$ cat config.mk
export PLATFORM = sky130hd
export DESIGN_NAME = fetch_exec_sequencer
export DESIGN_NICKNAME = d
export VERILOG_FILES = /design/src/rtl/fetch_exec_sequencer.sv
export SDC_FILE = /design/constraint.sdc
export NUM_CORES = 1
export LEC_CHECK = 0
export ABC_AREA = 1
export BUFFER_PORTS_ARGS = -buffer_cell sky130_fd_sc_hd__buf_4
export CORE_MARGIN = 2
export CORE_UTILIZATION = 25
export CTS_BUF_LIST = sky130_fd_sc_hd__clkbuf_16
export DETAILED_ROUTE_END_ITERATION = 7
export HOLD_SLACK_MARGIN = 0.08
export PLACE_DENSITY = 0.55
export RECOVER_POWER = 25
export SLEW_MARGIN = 20
export SYNTH_ARGS = -nofsm -noshare
export SYNTH_HDL_FRONTEND = slang
export SYNTH_SLANG_ARGS = --single-unit
$ cat constraint.sdc
create_clock -name clk -period 2.25 [get_ports clk]
set_clock_uncertainty 0.2 [all_clocks]
set_input_delay 0.225 -clock clk [delete_from_list [all_inputs] [get_ports clk]]
set_output_delay 0.225 -clock clk [all_outputs]
set_load 0.01 [all_outputs]
$ cat src/rtl/fetch_exec_sequencer.sv
// -----------------------------------------------------------------------------
// fetch_exec_sequencer
// Top-level FETCH -> DECODE -> EXEC sequencer for the 3-bit Forth core. It owns
// the single RAM port for both instruction fetch and data access. It also
// provides run/step control, memory wait states with a timeout fault, and a
// retired-instruction counter.
//
// Ports
//   clk          system clock
//   rst_n        asynchronous active-low reset
//   run          level, continuous execution while high
//   step         one-cycle pulse, executes a single instruction from IDLE
//   fetch_data   RAM read data (opcode) during FETCH
//   xtra         extra-opcode field (regT) from the datapath
//   mem_ready    RAM access completes this cycle
//   mem_req      RAM access request
//   mem_we       RAM write, valid with mem_req
//   addr_sel     0 = regI (fetch) address, 1 = decoder muxA data address
//   ir           latched opcode for the decoder
//   ir_load      opcode captured this cycle
//   regP         decoder execute enable (one cycle per instruction)
//   commit       datapath register update strobe
//   busy         sequencer is in FETCH, DECODE or EXEC
//   fault        sticky memory timeout
//   instr_count  retired instructions, wraps
//   state        encoded state (see table below)
//
// state  | meaning
// -------+------------------------------------------------------------
// IDLE   | 0: waiting for run or a step pulse
// FETCH  | 1: reading the opcode from RAM at regI
// DECODE | 2: regP asserted, decoder resolves the opcode
// EXEC   | 3: data access (if any) and commit, then retire
// FAULT  | 7: memory timeout, held until reset
// -----------------------------------------------------------------------------
module fetch_exec_sequencer #(
   parameter int TIMEOUT = 15,
   parameter int CNT_W   = 16
) (
   input  logic             clk,
   input  logic             rst_n,
   input  logic             run,
   input  logic             step,
   input  logic [2:0]       fetch_data,
   input  logic [2:0]       xtra,
   input  logic             mem_ready,
   output logic             mem_req,
   output logic             mem_we,
   output logic             addr_sel,
   output logic [2:0]       ir,
   output logic             ir_load,
   output logic             regP,
   output logic             commit,
   output logic             busy,
   output logic             fault,
   output logic [CNT_W-1:0] instr_count,
   output logic [2:0]       state
);

   typedef enum logic [2:0] {
      ST_IDLE   = 3'd0,
      ST_FETCH  = 3'd1,
      ST_DECODE = 3'd2,
      ST_EXEC   = 3'd3,
      ST_FAULT  = 3'd7
   } state_t;

   localparam int WAIT_W = (TIMEOUT > 1) ? $clog2(TIMEOUT + 1) : 1;
   localparam logic [WAIT_W-1:0] WAIT_LOAD = WAIT_W'(TIMEOUT);

   localparam logic [2:0] OP_RIT = 3'b001;
   localparam logic [2:0] OP_GET = 3'b010;
   localparam logic [2:0] OP_YNK = 3'b011;
   localparam logic [2:0] OP_DBL = 3'b100;
   localparam logic [2:0] OP_MIN = 3'b101;

   state_t             state_q;
   state_t             state_nxt;
   logic [2:0]         ir_q;
   logic [CNT_W-1:0]   cnt_q;
   logic               step_mode_q;
   logic [WAIT_W-1:0]  wait_left_q;

   logic               rd_op;
   logic               wr_op;
   logic               mem_op;
   logic               mem_access;
   logic               tmo_hit;
   logic               retire;
   logic               step_set;

   // Only xtra[2] qualifies YNK; the low bits belong to the datapath.
   logic unused_xtra;
   assign unused_xtra = ^xtra[1:0];

   assign rd_op  = (ir_q == OP_GET) || (ir_q == OP_MIN) || ((ir_q == OP_YNK) && xtra[2]);
   assign wr_op  = (ir_q == OP_RIT) || (ir_q == OP_DBL);
   assign mem_op = rd_op || wr_op;

   assign mem_access = (state_q == ST_FETCH) || ((state_q == ST_EXEC) && mem_op);

   // Down-counter loaded with TIMEOUT on every state entry; reaching zero while
   // still not ready means TIMEOUT+1 consecutive not-ready cycles have elapsed.
   assign tmo_hit = (TIMEOUT != 0) && !mem_ready && (wait_left_q == '0);

   always_comb begin
      state_nxt = state_q;
      mem_req   = 1'b0;
      mem_we    = 1'b0;
      addr_sel  = 1'b0;
      ir_load   = 1'b0;
      regP      = 1'b0;
      commit    = 1'b0;
      retire    = 1'b0;
      step_set  = 1'b0;

      case (state_q)
         ST_IDLE: begin
            if (run) begin
               state_nxt = ST_FETCH;
            end else if (step) begin
               state_nxt = ST_FETCH;
               step_set  = 1'b1;
            end
         end
         ST_FETCH: begin
            mem_req = 1'b1;
            if (mem_ready) begin
               ir_load   = 1'b1;
               state_nxt = ST_DECODE;
            end else if (tmo_hit) begin
               state_nxt = ST_FAULT;
            end
         end
         ST_DECODE: begin
            regP      = 1'b1;
            state_nxt = ST_EXEC;
         end
         ST_EXEC: begin
            if (mem_op) begin
               mem_req  = 1'b1;
               addr_sel = 1'b1;
               mem_we   = wr_op;
               if (mem_ready) begin
                  commit = 1'b1;
                  retire = 1'b1;
               end else if (tmo_hit) begin
                  state_nxt = ST_FAULT;
               end
            end else begin
               commit = 1'b1;
               retire = 1'b1;
            end
            if (retire) begin
               state_nxt = (run && !step_mode_q) ? ST_FETCH : ST_IDLE;
            end
         end
         ST_FAULT: begin
            state_nxt = ST_FAULT;
         end
         default: begin
            state_nxt = ST_IDLE;
         end
      endcase
   end

   always_ff @(posedge clk or negedge rst_n) begin
      if (!rst_n) begin
         state_q     <= ST_IDLE;
         ir_q        <= 3'd0;
         cnt_q       <= '0;
         step_mode_q <= 1'b0;
         wait_left_q <= '0;
      end else begin
         state_q <= state_nxt;

         if (ir_load) begin
            ir_q <= fetch_data;
         end

         if (retire) begin
            cnt_q <= cnt_q + CNT_W'(1);
         end

         if (step_set) begin
            step_mode_q <= 1'b1;
         end else if (retire) begin
            step_mode_q <= 1'b0;
         end

         if (state_nxt != state_q) begin
            wait_left_q <= WAIT_LOAD;
         end else if (mem_access && !mem_ready && (wait_left_q != '0)) begin
            wait_left_q <= wait_left_q - WAIT_W'(1);
         end
      end
   end

   assign ir          = ir_q;
   assign instr_count = cnt_q;
   assign state       = state_q;
   assign busy        = (state_q == ST_FETCH) || (state_q == ST_DECODE) || (state_q == ST_EXEC);
   assign fault       = (state_q == ST_FAULT);

endmodule
Word-level counts from Yosys, hierarchy flattened
Cells that the tools add are included.

Bits in registers: 27. Input port bits: 11. Output and inout port bits: 30. Word-level logic and storage cells: 65.

$add $sub $neg: 2. Equality and inequality tests: 10. Multiplexer cells: 28. Reduce and logical (&&, ||, !) cells: 20.

Operator list (number): $mux 3 (7); $mux 1 (17); $add 16x1->16 const B (1); $pmux 3 s5 (1); $eq 3x2->1 const B (4); $eq 3x3->1 const B (3); $mux 4 (2); $logic_or 1x1->1 (7); $eq 3x1->1 const B (2); $logic_and 1x1->1 (6); $logic_not 4->1 (1); $reduce_bool 2->1 (2); $reduce_bool 4->1 (1); $sub 4x1->4 const B (1); $logic_not 3->1 (1); $ne 3x3->1 (1); $logic_not 1->1 (2); $pmux 1 s2 (1).

Longest topological paths before layout
Gate-level depths: netlist of the first run.

Depth after elaboration: 10. Gate-level depth with buffers: 12. Mapped depth without buffers: 12.

Worst setup path after synthesis of the first run
OpenSTA, ideal clock, no wires.

Path kind: register to output. From: register state_q[0] (netlist: state[0]). To: output mem_we. Arrival: 1263 ps. Path slack: 562 ps. Stages on the path, launching flop included: 3. Path through: dfrtp_1 nand2_2 a2111oi_0.

Word-level cells in the longest chain between the ends: 2.

Ends and longest elaborated chain: start: declaration (line 77) `state_t state_q;`; start signal: assignment (line 175) `state_q <= state_nxt;`; $eq 3x2->1 (line 117) `case (state_q)`; $mux 1 (line 117); end: declaration (line 48) `output logic mem_we,`.

Every way passes these cells.

Worst setup path in the final report of the first run
From: register ir_q[0] (netlist: ir[0]). To: output commit.

Word-level cells in the longest chain between the ends: 6.

Ends and longest elaborated chain: start: declaration (line 79) `logic [2:0] ir_q;`; start signal: assignment (line 178) `ir_q <= fetch_data;`; $eq 3x2->1 or $eq 3x3->1 (tied branches) (line 96) `assign rd_op = (ir_q == OP_GET) || (ir_q == OP_MIN) || ((ir_q == OP_YNK) && xtra[2]);`; $logic_or 1x1->1 or $logic_and 1x1->1 (tied branches) (line 96); $logic_or 1x1->1 (line 96); $logic_or 1x1->1 * (line 98) `assign mem_op = rd_op || wr_op;`; $mux 1 * (line 140) `if (mem_op) begin`; $mux 1 * (line 117); end: declaration (line 53) `output logic commit,`.

Mark *: on every way between the ends. The rest lies on a longest branch, timed or not.

==> results.cfg, run 1 <==
[logic_synthesis]
synth_top_family_by_area = simple AND/OR/NAND/NOR gates
synth.area.top_cells = dfrtp_1 (42%), nand2_1 (14%), inv_1 (5.8%)
synth_area_per_cell_um2 = 7.91
syn_inst = 204
ys_seq_area_share_pct = 41.9
yosysTopAreaCell = dfrtp_1
synthSimpleGateAreaFrac_pct = 35.5
syn_area_um2 = 1610
synth-xor-area-share_pct = 7.05
ys_ff_latch = 27
synth_compound_area_share_pct = 5.12
synth_fp_nets = 218
ys_types = 27
ys_warn_count = 0
synth_most_common_cell = nand2_1
synth_enable_flop_cells = 0
synthMuxAreaShare_pct = 1.40
synth_top_area_share_pct = 41.9
yosys-top-cells-count = nand2_1 (60), dfrtp_1 (27), inv_1 (25)
async_reset_ff_share_pct = 100
synthAdderAreaFrac_pct = 2.33
synthFlopType = dfrtp_1

[place]
postPlaceCellArea_um2 = 1990
gp_congestion = 0.825
pre_cts_ws_ps = 436
dp.cells = 318
portBuffers = 38
dp_hpwl_um = 2760

[pwr]
clock_power_share_pct = 17.1
switching_share_pct = 43.1
pwr-share-seq_pct = 32.9
p_leak_nw = 1.06
p_total_w = 0.00246
combPwrFrac_pct = 50.0
switching_power_w = 0.00106
powerDensity_nw_per_um2 = 1150
intPower_w = 0.00140
ir_drop_mv = 0.539

[drt]
vias = 1428
totalWireLength_um = 3620
wl_per_cell_um = 11.0
antenna_left = 0
first_pass_iters = 4
drc = 0
drt-initial-drc-count = 38
vias_per_cell = 4.35

[cells_and_area]
fill_cells = 672
stdcell_count = 328
nets = 266
areaGrowthSynthToFinish_pct = 31.9
stdcell_area_um2 = 2130
diodes = 0
final_layout_size_suffix_gt1_share_pct = 25.5

[worst_setup_path]
endpoint = commit
regToRegSetupSlack_ps = 440
reg2reg_depth = 9
crit-reg2reg-capture = wait_left_q[0]$_DFFE_PN0P_
arrival_ps = 1530
worst_setup_path_end_kind = primary output
worstPathRequired_ps = 1820
r2r_start = wait_left_q[0]$_DFFE_PN0P_
start_kind = flip-flop
path_class = reg2out
path_max_fanout = 12
crit_path_start = ir[0]$_DFFE_PN0P_

[global_route]
grt_pass1_wl_um = 6330
grt_pass1_vias = 1360
grt_use_total_pct = 10.8
antenna_found_initial = 0
grt_overflow = 0
grt_max_degree = 28

[floorplanning]
die_h_um = 84.4
rows = 29
start_util_pct = 25.6
pin_count = 41
die_area_um2 = 7110
fp.dieW_um = 84.4
core_um2 = 6310

[clocking]
clockBufferDepth = 2
path_clk_slew_ps = 70
h-tree-depth = 1
clock_latency_ps = 260
cts_root_buf = clkbuf_16
cts_made_buffers = 3
cts_sinks = 27
cts_tree = done
cts_resized = 0

[sta]
setup_violations = 0
tightest_slew_ps = 706
grt_setup_unrepaired = false
period_minus_slack_ps = 1950
max_slew_margin_pct = 52.9
layout_setup_ws_ps = 297
timing.final.crit_share_pct = 86.8
setup_tns_ps = 0
fmax_ghz = 0.512
hold_viol_final = 0
finalMaxSlewViolations = 0

[flow_run]
cap_violations = 0

[hold_path]
min_path_type = in2reg
whs_path_depth = 4

[outcome]
status = complete, no violations
[worst min-delay path by stage]
| stage | startpoint | to |
|---|---|---|
| 6_report | mem_ready | state[1]$_DFF_PN0_ |
| 3_3_place_gp | rst_n | instr_count[1]$_DFFE_PN0P_ |
| 3_5_place_dp | rst_n | instr_count[5]$_DFFE_PN0P_ |
| 2_1_floorplan | rst_n | instr_count[0]$_DFFE_PN0P_ |
| 4_1_cts | mem_ready | state[1]$_DFF_PN0_ |
| 5_1_grt | mem_ready | state[1]$_DFF_PN0_ |
[area by class of cell]
cell class              instances  area, um^2  share of cell area, %
clock buffers                   3        75.1                   3.53
clock inverters                 1        7.51                  0.353
inverters                      27         101                   4.76
multi-input cells             149         830                   39.0
flip-flops and latches         27         676                   31.7
well taps                      77        96.3                   4.53
repair buffers                 44         343                   16.1
[layout by cell type (no fill, tap or decap), types with 2 or more instances in the layout]
cell and count:
mux2_2 2, nand3_1 11, a21oi_1 3, nand2_1 60, o21ai_0 9, nor4_1 2
nand2_2 4, buf_4 37, nor2_2 3, xor2_1 7, inv_1 25, dfrtp_1 27
nor2_1 15, nand2_4 3, nor3_1 5, xnor2_1 6, nand4_1 5, dlygate4sd3_1 6
clkbuf_16 3, nor2_4 4, inv_2 2, ha_1 3
[critical path, cell delays in order (launching register included)]
cell and delay (ps):
dfrtp_1 420, o21ai_1 180, nand2_1 100, nand2_1 120, nand2_4 120, inv_2 170, buf_4 150
[what timing repair did]
item,in CTS,in global routing
hold buffers,6,0
buffers inserted,0,0
endpoints found under the hold margin,31,0
[sequential cells by signal, summed over array words and instances (netlist names)]
signal	flops
instr_count	16
wait_left_q	4
step_mode_q	1
ir	3
state	3
[per-layer routing]
metal / global-route usage [%] / wire (um)
met1: 14.5 / 1760
met2: 17.7 / 1620
met3: 3.24 / 219
met4: 1.30 / 14
met5: 0 / 0
[logic make-up (layout without fill, tap and decap cells)]
family,count (synthesis),after routing
compound gates,15,15
mux,2,2
simple gates,116,116
flops,27,27
xor+xnor,13,13
buf+inv,28,75
fa+ha+maj,3,3
[metrics by stage]
stage | hold WS (ps) | util [%]
4_1_cts | 85.2 | 33.7
3_5_place_dp | -29.0 | 31.5
2_1_floorplan | -271 | -
5_1_grt | 108 | 33.7
6_report | 85.2 | 33.7
3_3_place_gp | -34.2 | 31.5
[power groups by stage]
stage	logic [W]	registers, W	clock network [W]
after CTS	0.00125	0.000810	0.000438
final	0.00123	0.000809	0.000419
after global routing	0.00138	0.000839	0.000455
after floorplan	0.000743	0.000844	0
after detailed placement	0.00124	0.000817	0
after global placement	0.00123	0.000816	0
(Power assumes the default switching activity.)
==> run 2, diff against run 1 <==
--- a/config.mk
+++ b/config.mk
@@ -7,6 +7,7 @@
 export LEC_CHECK = 0
 export ABC_AREA = 1
 export BUFFER_PORTS_ARGS = -buffer_cell sky130_fd_sc_hd__buf_4
+export CORE_ASPECT_RATIO = 2
 export CORE_MARGIN = 2
 export CORE_UTILIZATION = 25
 export CTS_BUF_LIST = sky130_fd_sc_hd__clkbuf_16
==> run 2 against run 1 <==
  * Highest routed layer unchanged
  * Sequential share of layout area is 0.24 points lower
  * Fmax is 1.9% lower
  * Die area is 0.54% higher
==> results.cfg, run 2 (same netlist as run 1, synthesis figures left out) <==
[global_route]
antenna_found_initial = 0
grt_pass1_vias = 1429
grt_pass1_wl_um = 6640
grt_overflow = 0
grt_max_degree = 28
grt_use_total_pct = 12.0

[pwr]
p_leak_nw = 1.07
intPower_w = 0.00140
p_total_w = 0.00247
pwr-share-seq_pct = 32.5
ir_drop_mv = 0.610
clock_power_share_pct = 16.4
switching_power_w = 0.00107
combPwrFrac_pct = 51.0
powerDensity_nw_per_um2 = 1150
switching_share_pct = 43.4

[sta]
period_minus_slack_ps = 1990
finalMaxSlewViolations = 0
max_slew_margin_pct = 52.6
fmax_ghz = 0.502
grt_setup_unrepaired = false
tightest_slew_ps = 710
setup_violations = 0
timing.final.crit_share_pct = 88.5
setup_tns_ps = 0
hold_viol_final = 0

[floorplanning]
core_um2 = 6260
start_util_pct = 25.8
rows = 41
fp.dieW_um = 60.8
pin_count = 41
die_area_um2 = 7150
die_h_um = 118

[clocking]
cts_made_buffers = 3
cts_root_buf = clkbuf_16
cts_tree = done
cts_hold_buf = 6
cts_resized = 0
clockBufferDepth = 2
clock_latency_ps = 260
cts_sinks = 27
path_clk_slew_ps = 70
h-tree-depth = 1
cts_setup_buffers = 0

[hold_path]
whs_path_depth = 4
holdPathEnd = state[1]$_DFF_PN0_
min_path_type = in2reg
holdCritStartpoint = mem_ready

[cells_and_area]
nets = 267
areaGrowthSynthToFinish_pct = 32.9
stdcell_count = 338
layout_commonest_cell = nand2_1
final_layout_size_suffix_gt1_share_pct = 25.8
largest_reg_flops = 16
final_cell_mix = nand2_1 (60), buf_4 (38), dfrtp_1 (27), inv_1 (25), nor2_1 (15)
stdcell_area_um2 = 2140
multi_input_area_um2 = 830
fill_cells = 701
seqCellArea_um2 = 676
diodes = 0

[place]
portBuffers = 38
dp.cells = 328
dp_hpwl_um = 3110
gp_congestion = 0.861
postPlaceCellArea_um2 = 2010

[drt]
drt-initial-drc-count = 50
wl_per_cell_um = 11.9
vias = 1463
first_pass_iters = 4
drc = 0
vias_per_cell = 4.33
antenna_left = 0
totalWireLength_um = 4030

[worst_setup_path]
start_kind = flip-flop
reg2reg_depth = 8
worst_setup_path_end_kind = primary output
worstPathRequired_ps = 1820
path_class = reg2out
r2r_start = state[1]$_DFF_PN0_
regToRegSetupSlack_ps = 440
arrival_ps = 1570
crit-reg2reg-capture = wait_left_q[3]$_DFFE_PN0P_
path_max_fanout = 12

[flow_run]
cap_violations = 0

[outcome]
status = complete, no violations
[run 2: worst max-delay path by stage]
| stage | startpoint | end | slack (ps) | cells past startpoint |
|---|---|---|---|---|
| 6_report | ir[2]$_DFFE_PN0P_ | commit | 260 | 6 |
| 5_1_grt | ir[2]$_DFFE_PN0P_ | commit | 110 | 6 |
| 4_1_cts | state[0]$_DFF_PN0_ | mem_we | 210 | 3 |
| 3_5_place_dp | state[1]$_DFF_PN0_ | wait_left_q[2]$_DFFE_PN0P_ | 430 | 8 |
| 3_3_place_gp | state[1]$_DFF_PN0_ | wait_left_q[1]$_DFFE_PN0P_ | 430 | 8 |
| 2_1_floorplan | state[0]$_DFF_PN0_ | mem_we | 560 | 2 |
[run 2: cell type report]
class	instances	share of cell area, %
clock buffer	3	3.50
clock inverter	1	0.233
inverter	27	4.73
multi-input combinational	149	38.7
sequential	27	31.5
tap	86	5.02
timing repair buffer	45	16.3
[run 2: worst max-delay path, cell delays in order, from the launching register on]
cell     delay, ps
dfrtp_1        430
o21ai_1        170
nand2_1        110
nand2_1        130
nand2_4        120
inv_2          190
buf_4          160
[run 2: layer usage]
metal	vias to the layer above	wire [um]	GRT usage, %
met1	675	1500	13.6
li1	747	-	-
met4	0	102	4.89
met2	33	2320	21.4
met3	8	114	1.32
met5	-	0	0
[run 2: power groups by stage]
| stage | sequential (W) | clock, W | combinational, W |
|---|---|---|---|
| CTS | 0.000808 | 0.000430 | 0.00128 |
| floorplan | 0.000844 | 0 | 0.000743 |
| finish | 0.000804 | 0.000406 | 0.00126 |
| global placement | 0.000817 | 0 | 0.00126 |
| detailed placement | 0.000817 | 0 | 0.00127 |
| global route | 0.000838 | 0.000453 | 0.00141 |
[run 2: metrics by stage]
| step | setup slack [ps] | hold WS (ps) | util (%) |
|---|---|---|---|
| detailed placement | 430 | -25.5 | 32.1 |
| global route | 109 | 112 | 34.3 |
| global placement | 426 | -26.4 | 32.1 |
| finish | 260 | 85.6 | 34.3 |
| CTS | 214 | 88.0 | 34.3 |
| floorplan | 562 | -271 | - |
